<file path="src/rtl/rv32i_decode_stage.sv">
// rtl/rv32i_decode_stage.sv - RV32I decode stage with skid buffer, halt FSM and retire counter
module rv32i_decode_stage #(
  parameter int unsigned COUNT_W  = 32,
  parameter logic [31:0] RESET_PC = 32'h00000400
) (
  input  logic               clk,
  input  logic               reset,
  input  logic               in_valid,
  output logic               in_ready,
  input  logic [31:0]        in_pc,
  input  logic [31:0]        in_instr,
  output logic               out_valid,
  input  logic               out_ready,
  output logic [31:0]        out_pc,
  output logic [31:0]        out_instr,
  output logic [6:0]         out_opcode,
  output logic [4:0]         out_rd,
  output logic [4:0]         out_rs1,
  output logic [4:0]         out_rs2,
  output logic [2:0]         out_funct3,
  output logic [6:0]         out_funct7,
  output logic [31:0]        out_imm,
  output logic [2:0]         out_fmt,
  output logic               out_illegal,
  output logic               halted,
  output logic [COUNT_W-1:0] retired_count
);

  localparam logic [6:0] OP_OP     = 7'b0110011;
  localparam logic [6:0] OP_IMM    = 7'b0010011;
  localparam logic [6:0] OP_LOAD   = 7'b0000011;
  localparam logic [6:0] OP_JALR   = 7'b1100111;
  localparam logic [6:0] OP_MISC   = 7'b0001111;
  localparam logic [6:0] OP_SYSTEM = 7'b1110011;
  localparam logic [6:0] OP_STORE  = 7'b0100011;
  localparam logic [6:0] OP_BRANCH = 7'b1100011;
  localparam logic [6:0] OP_LUI    = 7'b0110111;
  localparam logic [6:0] OP_AUIPC  = 7'b0010111;
  localparam logic [6:0] OP_JAL    = 7'b1101111;

  localparam logic [2:0] FMT_R   = 3'd0;
  localparam logic [2:0] FMT_I   = 3'd1;
  localparam logic [2:0] FMT_S   = 3'd2;
  localparam logic [2:0] FMT_B   = 3'd3;
  localparam logic [2:0] FMT_U   = 3'd4;
  localparam logic [2:0] FMT_J   = 3'd5;
  localparam logic [2:0] FMT_ILL = 3'd7;

  typedef enum logic {ST_RUN, ST_HALTED} state_t;

  // The raw fields are slices of instr, so only the derived ones are kept
  typedef struct packed {
    logic [31:0] pc;
    logic [31:0] instr;
    logic [31:0] imm;
    logic [2:0]  fmt;
    logic        illegal;
  } beat_t;

  state_t             r_state;
  state_t             w_state_next;
  beat_t              r_out;
  beat_t              r_skid;
  beat_t              w_dec;
  logic               r_out_valid;
  logic               r_skid_valid;
  logic [COUNT_W-1:0] r_count;
  logic [6:0]         w_op;
  logic [6:0]         w_f7;
  logic [2:0]         w_f3;
  logic [2:0]         w_fmt;
  logic [31:0]        w_imm;
  logic               w_ill;
  logic               w_in_fire;
  logic               w_out_fire;
  logic               w_halt_beat;

  assign w_op = in_instr[6:0];
  assign w_f3 = in_instr[14:12];
  assign w_f7 = in_instr[31:25];

  // Classify the incoming word, build its immediate and flag bad encodings
  always_comb begin
    w_fmt = FMT_ILL;
    w_imm = '0;
    w_ill = 1'b0;
    case (w_op)
      OP_OP: begin
        w_fmt = FMT_R;
        w_ill = !((w_f7 == 7'b0000000) ||
                  ((w_f7 == 7'b0100000) && ((w_f3 == 3'b000) || (w_f3 == 3'b101))));
      end
      OP_IMM: begin
        w_fmt = FMT_I;
        w_imm = {{20{in_instr[31]}}, in_instr[31:20]};
        w_ill = ((w_f3 == 3'b001) && (w_f7 != 7'b0000000)) ||
                ((w_f3 == 3'b101) && (w_f7 != 7'b0000000) && (w_f7 != 7'b0100000));
      end
      OP_LOAD: begin
        w_fmt = FMT_I;
        w_imm = {{20{in_instr[31]}}, in_instr[31:20]};
        w_ill = (w_f3 == 3'b011) || (w_f3 == 3'b110) || (w_f3 == 3'b111);
      end
      OP_JALR: begin
        w_fmt = FMT_I;
        w_imm = {{20{in_instr[31]}}, in_instr[31:20]};
        w_ill = (w_f3 != 3'b000);
      end
      OP_MISC: begin
        w_fmt = FMT_I;
        w_imm = {{20{in_instr[31]}}, in_instr[31:20]};
      end
      OP_SYSTEM: begin
        w_fmt = FMT_I;
        w_imm = {{20{in_instr[31]}}, in_instr[31:20]};
        w_ill = (in_instr != 32'h00000073) && (in_instr != 32'h00100073);
      end
      OP_STORE: begin
        w_fmt = FMT_S;
        w_imm = {{20{in_instr[31]}}, in_instr[31:25], in_instr[11:7]};
        w_ill = (w_f3 >= 3'b011);
      end
      OP_BRANCH: begin
        w_fmt = FMT_B;
        w_imm = {{19{in_instr[31]}}, in_instr[31], in_instr[7], in_instr[30:25],
                 in_instr[11:8], 1'b0};
        w_ill = (w_f3 == 3'b010) || (w_f3 == 3'b011);
      end
      OP_LUI, OP_AUIPC: begin
        w_fmt = FMT_U;
        w_imm = {in_instr[31:12], 12'b0};
      end
      OP_JAL: begin
        w_fmt = FMT_J;
        w_imm = {{11{in_instr[31]}}, in_instr[31], in_instr[19:12], in_instr[20],
                 in_instr[30:21], 1'b0};
      end
      default: w_ill = 1'b1;
    endcase
    if (w_ill) begin
      w_fmt = FMT_ILL;
      w_imm = '0;
    end
  end

  assign w_dec       = {in_pc, in_instr, w_imm, w_fmt, w_ill};
  assign w_halt_beat = w_ill || (w_op == OP_SYSTEM);
  assign in_ready    = !r_skid_valid && (r_state == ST_RUN);
  assign w_in_fire   = in_valid && in_ready;
  assign w_out_fire  = r_out_valid && out_ready;

  // Output register: refill from skid first, else from the input, when empty or draining
  always_ff @(posedge clk or posedge reset) begin
    if (reset) begin
      r_out       <= '0;
      r_out.pc    <= RESET_PC;
      r_out_valid <= 1'b0;
    end else if (w_out_fire || !r_out_valid) begin
      if (r_skid_valid) begin
        r_out       <= r_skid;
        r_out_valid <= 1'b1;
      end else if (w_in_fire) begin
        r_out       <= w_dec;
        r_out_valid <= 1'b1;
      end else begin
        r_out_valid <= 1'b0;
      end
    end
  end

  // Skid entry: catches the beat accepted while the output is stalled
  always_ff @(posedge clk or posedge reset) begin
    if (reset) begin
      r_skid       <= '0;
      r_skid_valid <= 1'b0;
    end else if (w_in_fire && r_out_valid && !w_out_fire) begin
      r_skid       <= w_dec;
      r_skid_valid <= 1'b1;
    end else if (w_out_fire) begin
      r_skid_valid <= 1'b0;
    end
  end

  // Retired-beat counter, wraps naturally
  always_ff @(posedge clk or posedge reset) begin
    if (reset) begin
      r_count <= '0;
    end else if (w_out_fire) begin
      r_count <= r_count + {{(COUNT_W-1){1'b0}}, 1'b1};
    end
  end

  // Halt state register
  always_ff @(posedge clk or posedge reset) begin
    if (reset) begin
      r_state <= ST_RUN;
    end else begin
      r_state <= w_state_next;
    end
  end

  // Stop accepting once a system or illegal beat has been taken
  always_comb begin
    w_state_next = r_state;
    if ((r_state == ST_RUN) && w_in_fire && w_halt_beat) begin
      w_state_next = ST_HALTED;
    end
  end

  assign out_valid     = r_out_valid;
  assign out_pc        = r_out.pc;
  assign out_instr     = r_out.instr;
  assign out_opcode    = r_out.instr[6:0];
  assign out_rd        = r_out.instr[11:7];
  assign out_rs1       = r_out.instr[19:15];
  assign out_rs2       = r_out.instr[24:20];
  assign out_funct3    = r_out.instr[14:12];
  assign out_funct7    = r_out.instr[31:25];
  assign out_imm       = r_out.imm;
  assign out_fmt       = r_out.fmt;
  assign out_illegal   = r_out.illegal;
  assign halted        = (r_state == ST_HALTED);
  assign retired_count = r_count;

endmodule

</file>
<file path="config.mk">
export PLATFORM = sky130hd
export DESIGN_NAME = rv32i_decode_stage
export DESIGN_NICKNAME = d
export VERILOG_FILES = /design/src/rtl/rv32i_decode_stage.sv
export SDC_FILE = /design/constraint.sdc
export NUM_CORES = 1
export LEC_CHECK = 0
export CAP_MARGIN = 20
export CORE_AREA = 2 2 120 210
export CTS_CLUSTER_SIZE = 16
export DETAILED_ROUTE_END_ITERATION = 7
export DIE_AREA = 0 0 122 212
export PLACE_DENSITY_LB_ADDON = 0.25
export SETUP_SLACK_MARGIN = 0.4
export SLEW_MARGIN = 20
export SYNTH_ARGS = -nofsm -noshare
export SYNTH_HDL_FRONTEND = slang
export SYNTH_SLANG_ARGS = --single-unit
</file>
<file path="constraint.sdc">
create_clock -name clk -period 12 [get_ports clk]
set_clock_uncertainty 0.1 [all_clocks]
set_input_delay 3.6 -clock clk [delete_from_list [all_inputs] [get_ports clk]]
set_output_delay 3.6 -clock clk [all_outputs]
set_load 0.05 [all_outputs]
</file>
### After elaboration in Yosys (flattened, before gate mapping)

Index checks and enable logic that the tools add are counted.

| word-level totals | value |
|---|---|
| input port bits | 68 |
| flip-flop bits (word level) | 235 |

| operators by class | value |
|---|---|
| add/subtract/negate cells | 1 |
| eq/ne operators | 21 |
| reduce and logical (&&, ||, !) cells | 34 |
| multiplexer cells | 11 |
| magnitude comparators | 1 |
| bitwise gates (word level) | 1 |

Operator list:

| kind | number |
|---|---|
| $mux 100 | 2 |
| $pmux 32 s5 | 1 |
| $add 32x1->32 const B | 1 |
| $mux 32 | 1 |
| $ne 32x21->1 const B | 1 |
| $ne 32x7->1 const B | 1 |
| $eq 7x6->1 const B | 4 |
| $eq 7x7->1 const B | 4 |
| $pmux 3 s6 | 1 |
| $eq 7x5->1 const B | 2 |
| $logic_and 1x1->1 | 12 |
| $eq 3x3->1 const B | 3 |
| $logic_or 1x1->1 | 8 |
| $pmux 1 s8 | 1 |
| $eq 7x2->1 const B | 1 |
| $eq 7x4->1 const B | 1 |
| $logic_not 7->1 | 1 |
| $ne 7x6->1 const B | 1 |
| $reduce_bool 7->1 | 1 |
| $eq 3x2->1 const B | 2 |
| $reduce_or 5->1 | 1 |
| $logic_not 1->1 | 4 |
| $mux 1 | 4 |
| $reduce_bool 2->1 | 2 |
| 9 further kinds | 9 |

### Logic depth before layout (Yosys ltp)

| logic depth | value |
|---|---|
| word-level depth | 9 |
| gate-level depth with buffers | 9 |
| depth with buffers taken out | 6 |

### Worst setup path after synthesis

OpenSTA, ideal clock, no wires.

| path | value |
|---|---|
| path kind | in2reg |
| from | in in_instr[27] |
| to | reg r_out (netlist bit out_imm[12]) |
| stages | 8 |
| path slack | 6581 ps |
| data arrival time | 5224 ps |
| cells stage by stage | or4_1 nor3_2 o21ai_1 a22oi_2 buf_4 nand3b_4 buf_6 o31ai_1 |

| on the way | value |
|---|---|
| cells in the longest elaborated chain, start to end | 8 |

Ends and longest elaborated chain:

| item | line | RTL |
|---|---|---|
| start: declaration | 11 | `input logic [31:0] in_instr,` |
| $eq 7x6->1 or $reduce_bool 7->1 (tied branches) | 91, 96, 97 |  |
| $logic_and 1x1->1, on equally long branches | 91, 97 |  |
| $logic_or 1x1->1 or $logic_and 1x1->1 (tied branches) | 90, 97 |  |
| $logic_not 1->1 or $logic_or 1x1->1 (tied branches) | 90, 96 |  |
| $pmux 1 s8 (*) | 87 | `case (w_op)` |
| $mux 32 (*) | 140 | `if (w_ill) begin` |
| $mux 100 (*) | 162 | `end else if (w_in_fire) begin` |
| $mux 100 (*) | 159 | `if (r_skid_valid) begin` |
| end signal: assignment | 160 | `r_out <= r_skid;` |
| end signal: assignment | 163 | `r_out <= w_dec;` |
| end: declaration | 62 | `beat_t r_out;` |

Mark *: on every way between the ends. The rest lies on a longest branch, timed or not. The select of a mux whose other input is x is not followed.
A chain may end at the register's enable or synchronous reset.

### Final worst setup path

| path | value |
|---|---|
| from | in in_instr[31] |
| to | reg r_skid[8] (netlist name) |

| on the way | value |
|---|---|
| cells in the longest elaborated chain, start to end | 6 |

Ends and longest elaborated chain:

| item | line | RTL |
|---|---|---|
| $eq 7x6->1 or $reduce_bool 7->1 (tied branches) | 91, 96, 97 |  |
| $logic_and 1x1->1, on equally long branches | 91, 97 |  |
| $logic_or 1x1->1 or $logic_and 1x1->1 (tied branches) | 90, 97 |  |
| $logic_not 1->1 or $logic_or 1x1->1 (tied branches) | 90, 96 |  |
| $pmux 1 s8 (*) | 87 |  |
| $mux 32 (*) | 140 |  |
| end signal: assignment | 177 | `r_skid <= w_dec;` |
| end: declaration | 63 | `beat_t r_skid;` |

Mark *: on every way between the ends. The rest lies on a longest branch, timed or not.

==> impl_metrics.env <==
export IMPL_synth_seq_cells=235
export IMPL_cts_num_sinks=235
export IMPL_cap_violations=0
export IMPL_power_leakage_nw=6.07
export IMPL_cts_resized=0
export IMPL_rsz0062_at_grt="no"
export IMPL_reg2regPathDepth=6
export IMPL_hold_depth=1
export IMPL_status="finished clean"
export IMPL_ys_types=52
export IMPL_fillerInstances=2200
export IMPL_syn_area_mm2=0.0107
export IMPL_clk_latency_ns=0.52
export IMPL_yosysTopAreaCellShare=0.546
export IMPL_firstDrtPassIters=5
export IMPL_grt_pass1_wl_um=45800
export IMPL_h_tree_depth=1
export IMPL_cts_tree="done"
export IMPL_synth_edf_count=0
export IMPL_drv_slew=0
export IMPL_core_area_mm2=0.0242
export IMPL_numCtsBuffers=23
export IMPL_num_vias=8709
export IMPL_synth_nets=1210
export IMPL_final_nets=1376
export IMPL_grt_pass1_vias=8583
export IMPL_grt_use_total=0.223
export IMPL_yosysSeqAreaShare=0.548
export IMPL_tns_ns=0
export IMPL_setup_viol=0
export IMPL_die_x_um=122
export IMPL_hold_viol=0
export IMPL_die_area_mm2=0.0259
export IMPL_p_comb_frac=0.439
export IMPL_yosysTopAreaCell="dfrtp_1"
export IMPL_syn_to_final_growth_pct=28.0
export IMPL_power_per_cell_area_mw_per_mm2=228
export IMPL_grt_start_max_net_pins=119
export IMPL_hold_path_class="flop to flop"
export IMPL_place_port_buffers=234
export IMPL_slew_headroom=0.283
export IMPL_drive_above_1_share=0.0449
export IMPL_fin_cells=1627
export IMPL_seq_power_share=0.349
export IMPL_grt_ovfl_total=0
export IMPL_worst_pin_slew_ns=1.07
export IMPL_fin_crit_sh=0.541
export IMPL_crit_type="input pin to flop"
export IMPL_postCtsHoldBufs=0
export IMPL_endpoint_kind="flop"
export IMPL_wirelength_um=28900
export IMPL_die_h_um=212
export IMPL_p_sw_frac=0.437
export IMPL_layout_area_seq_mm2=0.00589
export IMPL_finalCriticalPeriod_ns=6.50
export IMPL_start_util=0.443
export IMPL_required_ns=12.31
export IMPL_worst_ep_arrival_time_ns=6.80
export IMPL_gp_congestion=0.873
export IMPL_internal_power_mw=1.76
export IMPL_antenna_left=0
export IMPL_wl_per_cell_um=17.8
export IMPL_p_switching_mw=1.37
export IMPL_peakVddDrop_uv=172
export IMPL_clock_fmax_mhz=154
export IMPL_dp_cells=1593
export IMPL_crit_fanout=24
export IMPL_ios=235
export IMPL_hpwl_um=19400
export IMPL_yosysWarnings=0
export IMPL_diodes=0
export IMPL_multi_input_area_mm2=0.00430
export IMPL_async_reset_ff_frac=1.00
export IMPL_drc=0
export IMPL_antenna_found_initial=0
export IMPL_num_rows=76
export IMPL_synth_ff_type="dfrtp_1"
export IMPL_postCtsSetupBuffers=0
export IMPL_synth_cells=1141
export IMPL_clock_path_buffers=3
export IMPL_avgSynthCellArea_um2=9.41
export IMPL_vias_per_cell=5.35
export IMPL_synthTopCellsByArea="dfrtp_1 (55%), nand2_1 (11%), mux2i_1 (6.0%)"
export IMPL_drt_iter0_drc=473
export IMPL_clockPowerShare=0.211
export IMPL_path_clk_slew_ns=0.06
export IMPL_cts_root_buf="clkbuf_16"
export IMPL_start_kind="input pin"
-- cells in the final DEF (no fill, tap or decap), drive strengths merged, types with 5 or more instances in the layout --
cell type        n
o21ai          109
xor2            10
nor2b            6
mux2i           64
and3            31
nand4            9
clkdlybuf4s50  234
or3              5
a22oi            7
a21oi           73
dfrtp          234
nor2            42
nand3           22
nor4            11
xnor2           22
clkbuf          29
o31ai           29
inv             13
buf             12
nand2          302
nor3            11
-- metrics by stage --
step / hold WS (ns) / instance area [µm²] / power, mW / setup WS [ns] / utilization
6_report: 0.362 / 13700 / 3.13 / 5.50 / 0.567
3_5_place_dp: 0.359 / 13000 / 2.49 / 4.86 / 0.538
2_1_floorplan: 0.340 / 10700 / 2.05 / 1.86 / -
5_1_grt: 0.394 / 13700 / 3.27 / 5.28 / 0.567
4_1_cts: 0.370 / 13700 / 3.16 / 5.39 / 0.565
3_3_place_gp: 0.352 / 13000 / 2.48 / 4.54 / 0.538
-- Yosys cell counts (11+ instances only) --
cell and count:
xnor2_1 22, nor2_1 41, and3_1 31, dfrtp_1 234, nand3_1 22, mux2i_1 64, buf_4 33, inv_1 12
nor4_1 11, a21oi_1 73, o31ai_1 29, clkbuf_1 62, nand2_1 302, o21ai_0 107
-- cells by family after synthesis --
family                     count (synthesis)  synth area share
and+or+nand+nor                          459             0.189
DFF                                      235             0.548
AOI/OAI and AO/OA                        231             0.120
buffers and inverters                    117            0.0542
muxes                                     66            0.0618
xor gates and xnor gates                  32            0.0261
adders and majority gates                  1           0.00117
-- final timing paths --
| kind | from | end | slack [ns] |
|---|---|---|---|
| worst max-delay path | in_instr[31] | r_skid[8]$_DFFE_PP0P_ | 5.50 |
| worst min register to register | retired_count[31]$_DFFE_PP0P_ | retired_count[31]$_DFFE_PP0P_ | 0.36 |
| worst max register to register | out_valid$_DFFE_PP0P_ | r_skid[8]$_DFFE_PP0P_ | 8.74 |
| worst min-delay path | retired_count[31]$_DFFE_PP0P_ | retired_count[31]$_DFFE_PP0P_ | 0.36 |
| max in group asynchronous | reset | r_skid[26]$_DFFE_PP0P_ | 6.99 |
| min in group asynchronous | reset | retired_count[9]$_DFFE_PP0P_ | 3.54 |
-- power by group through the flow --
stage          combinational [mW]  clock (mW)  sequential [mW]
2_1_floorplan               0.483           0             1.57
3_3_place_gp                 1.37           0             1.11
3_5_place_dp                 1.38           0             1.11
4_1_cts                      1.38       0.679             1.10
5_1_grt                      1.45       0.708             1.12
6_report                     1.38       0.662             1.09
-- flip-flops by register name, summed over array words and instances, names as in the netlist, 3 cells and up --
signal	cells
retired_count	32
r_skid	100
out_pc	32
out_fmt	3
out_instr	32
out_imm	32
-- area by class of cell --
| cell class | instances | area share |
|---|---|---|
| Tap cell | 312 | 0.0284 |
| Sequential cell | 235 | 0.428 |
| Timing Repair Buffer | 246 | 0.179 |
| Clock buffer | 29 | 0.0450 |
| Inverter | 12 | 0.00383 |
| Clock inverter | 4 | 0.00255 |
| Multi-Input combinational cell | 789 | 0.313 |
-- worst max-delay path, stage by stage --
cell and delay [ns]:
clkdlybuf4s50_1 0.62, or4_1 0.50, nor3_2 0.24, nand4_1 0.17, a22oi_2 0.47, nand3_1 0.78
o21ai_0 0.41
-- metal layers --
metal | global-route usage | wire, µm
met1 | 0.265 | 11100
met2 | 0.398 | 15200
met3 | 0.0351 | 1610
met4 | 0.0876 | 1030
met5 | 0 | 0
No activity file was read; power rests on OpenSTA's default activity.
==> RTL change, RTL diff (config.mk and constraints unchanged) <==
Change the parameter `COUNT_W` from 32 to 36.
--- a/src/rtl/rv32i_decode_stage.sv
+++ b/src/rtl/rv32i_decode_stage.sv
@@ -1,5 +1,5 @@
 // rtl/rv32i_decode_stage.sv - RV32I decode stage with skid buffer, halt FSM and retire counter
 module rv32i_decode_stage #(
-  parameter int unsigned COUNT_W  = 32,
+  parameter int unsigned COUNT_W  = 36,
   parameter logic [31:0] RESET_PC = 32'h00000400
 ) (
Ports: changed (resized retired_count); port bits go from 235 to 239. No check against the original RTL was run, so the function may have changed too.
==> RTL change against the unedited design <==
Synthesized area up 4.5%. Critical path depth unchanged. Clock power up 17%. Worst setup slack better by 200 ps. Final area up 4.3%. Non-clock buffer count up 2. Total power up 8.8%. Routed wire length up 4.5%. Core utilization up 2.4 points. Combinational power up 9%. Sequential cell count up 4. Die area unchanged. First-iteration DRC count up 27%. Critical path type unchanged.
==> RTL change: results (changes against the unedited design) <==
Status: finished, final reports clean
Critical path endpoint: r_skid[24]
Met1 Track Usage GR: 0.2826 (+0.01722)
WL final: 30230 um (+4.5%)
Wire per inst: 18.57 um (+4.5%)
Number of buffers added on ports: 238 (+1.7%)
Layout Nets: 1369 (-0.51%)
Tcrit/Tclk final: 0.5246 (-0.01665)
Psw: 0.001466 W (+7.1%)
Start of the worst register-to-register path: r_skid_valid
WP data arrival: 6640 ps (-160 ps)
R2r endpoint: out_illegal
DR WL met3: 1310 um (-19%)
Met2 Resource Use GR: 0.4153 (+0.01715)
M1 WL: 12000 um (+8.1%)
Vias in the first global route: 8927 (+4.0%)
Routed length on met2: 15900 um (+4.8%)
CP max FO: 26 (+8.3%)
Synth top area cells: dfrtp_1 (53%), nand2_1 (9.3%), mux2i_1 (5.8%), o21ai_0 (3.4%), a21oi_1 (2.5%)
GP Congestion: 0.8325 (-4.7%)
Top post-synthesis cells by count: nand2_1 (279), dfrtp_1 (238), o21ai_0 (76), mux2i_1 (65), a21oi_1 (57)
Actual slew at the worst max-slew pin: 1148 ps (+75.35 ps)
M3 GR Usage: 0.02682 (-0.008315)
Distinct cells, synth: 60 (+15%)
CTS buffer count: 22 (-4.3%)
VDD IR max: 0.0001737 V (+1.1%)
Slowest cell on the critical path: and4b_1
Largest net degree at the start of global routing: 126 (+5.9%)
Dpl hpwl: 19940 um (+2.8%)
Clk. pwr: 0.000772 W (+17%)
Setup repair bufs after CTS: 0 (unchanged)
Post-placement setup slack: 5279 ps (+422.0 ps)
Leak: 6.483 nW (+6.8%)
Combinational share of power: 0.444 (+0.005)
CP max stage delay: 1030 ps (+250 ps)
Worst Hold Class: reg2reg
Total GRT Usage: 0.2313 (+0.008498)
First-pass GRT wire length: 47790 um (+4.3%)
Comb pwr: 0.00151 W (+9%)
Reg2reg setup slack: 8640 ps (-100 ps)
Area post-placement: 0.01353 mm2 (+3.7%)
WHS Path Cells: 2 (+1)
Detailed-route via count: 8967 (+3.0%)
Delay-heaviest family, CP: simple AND/OR/NAND/NOR gates
Initial DRT Pass Iterations: 6 (+1)
Seq/Total Area, Yosys: 0.5332 (-0.01473)
Placed Cells: 1588 (-0.31%)
CP startpoint: in_instr[2]
==> RTL change: worst min-delay path by stage <==
stage	start	endpoint	slack, ps
6_report	r_skid[81]	r_skid[81]	370
5_1_grt	r_skid[91]	r_skid[91]	400
4_1_cts	r_skid[88]	r_skid[88]	380
3_5_place_dp	r_skid[94]	r_skid[94]	360
3_3_place_gp	r_skid[71]	r_skid[71]	360
2_1_floorplan	r_skid[36]	r_skid[36]	350
==> RTL change: cell families after synthesis <==
family          count (synthesis)  share of synthesized area
simple gates                  437                     0.1730
flops                         239                     0.5332
compound gates                235                     0.1479
buf+inv                       120                    0.05599
mux                            66                    0.05900
xor+xnor                       37                    0.02889
fa+ha+maj                       2                   0.002007
==> RTL change: area by class of cell <==
cell class	count	area, um2	area share
Tap cell	312	390.4	0.02725
Clock inverter	4	95.09	0.006637
Clock buffer	36	704.4	0.04917
Sequential cell	239	5986	0.4178
Multi-Input combinational cell	777	4638	0.3237
Inverter	12	52.55	0.003668
Timing Repair Buffer	248	2461	0.1718
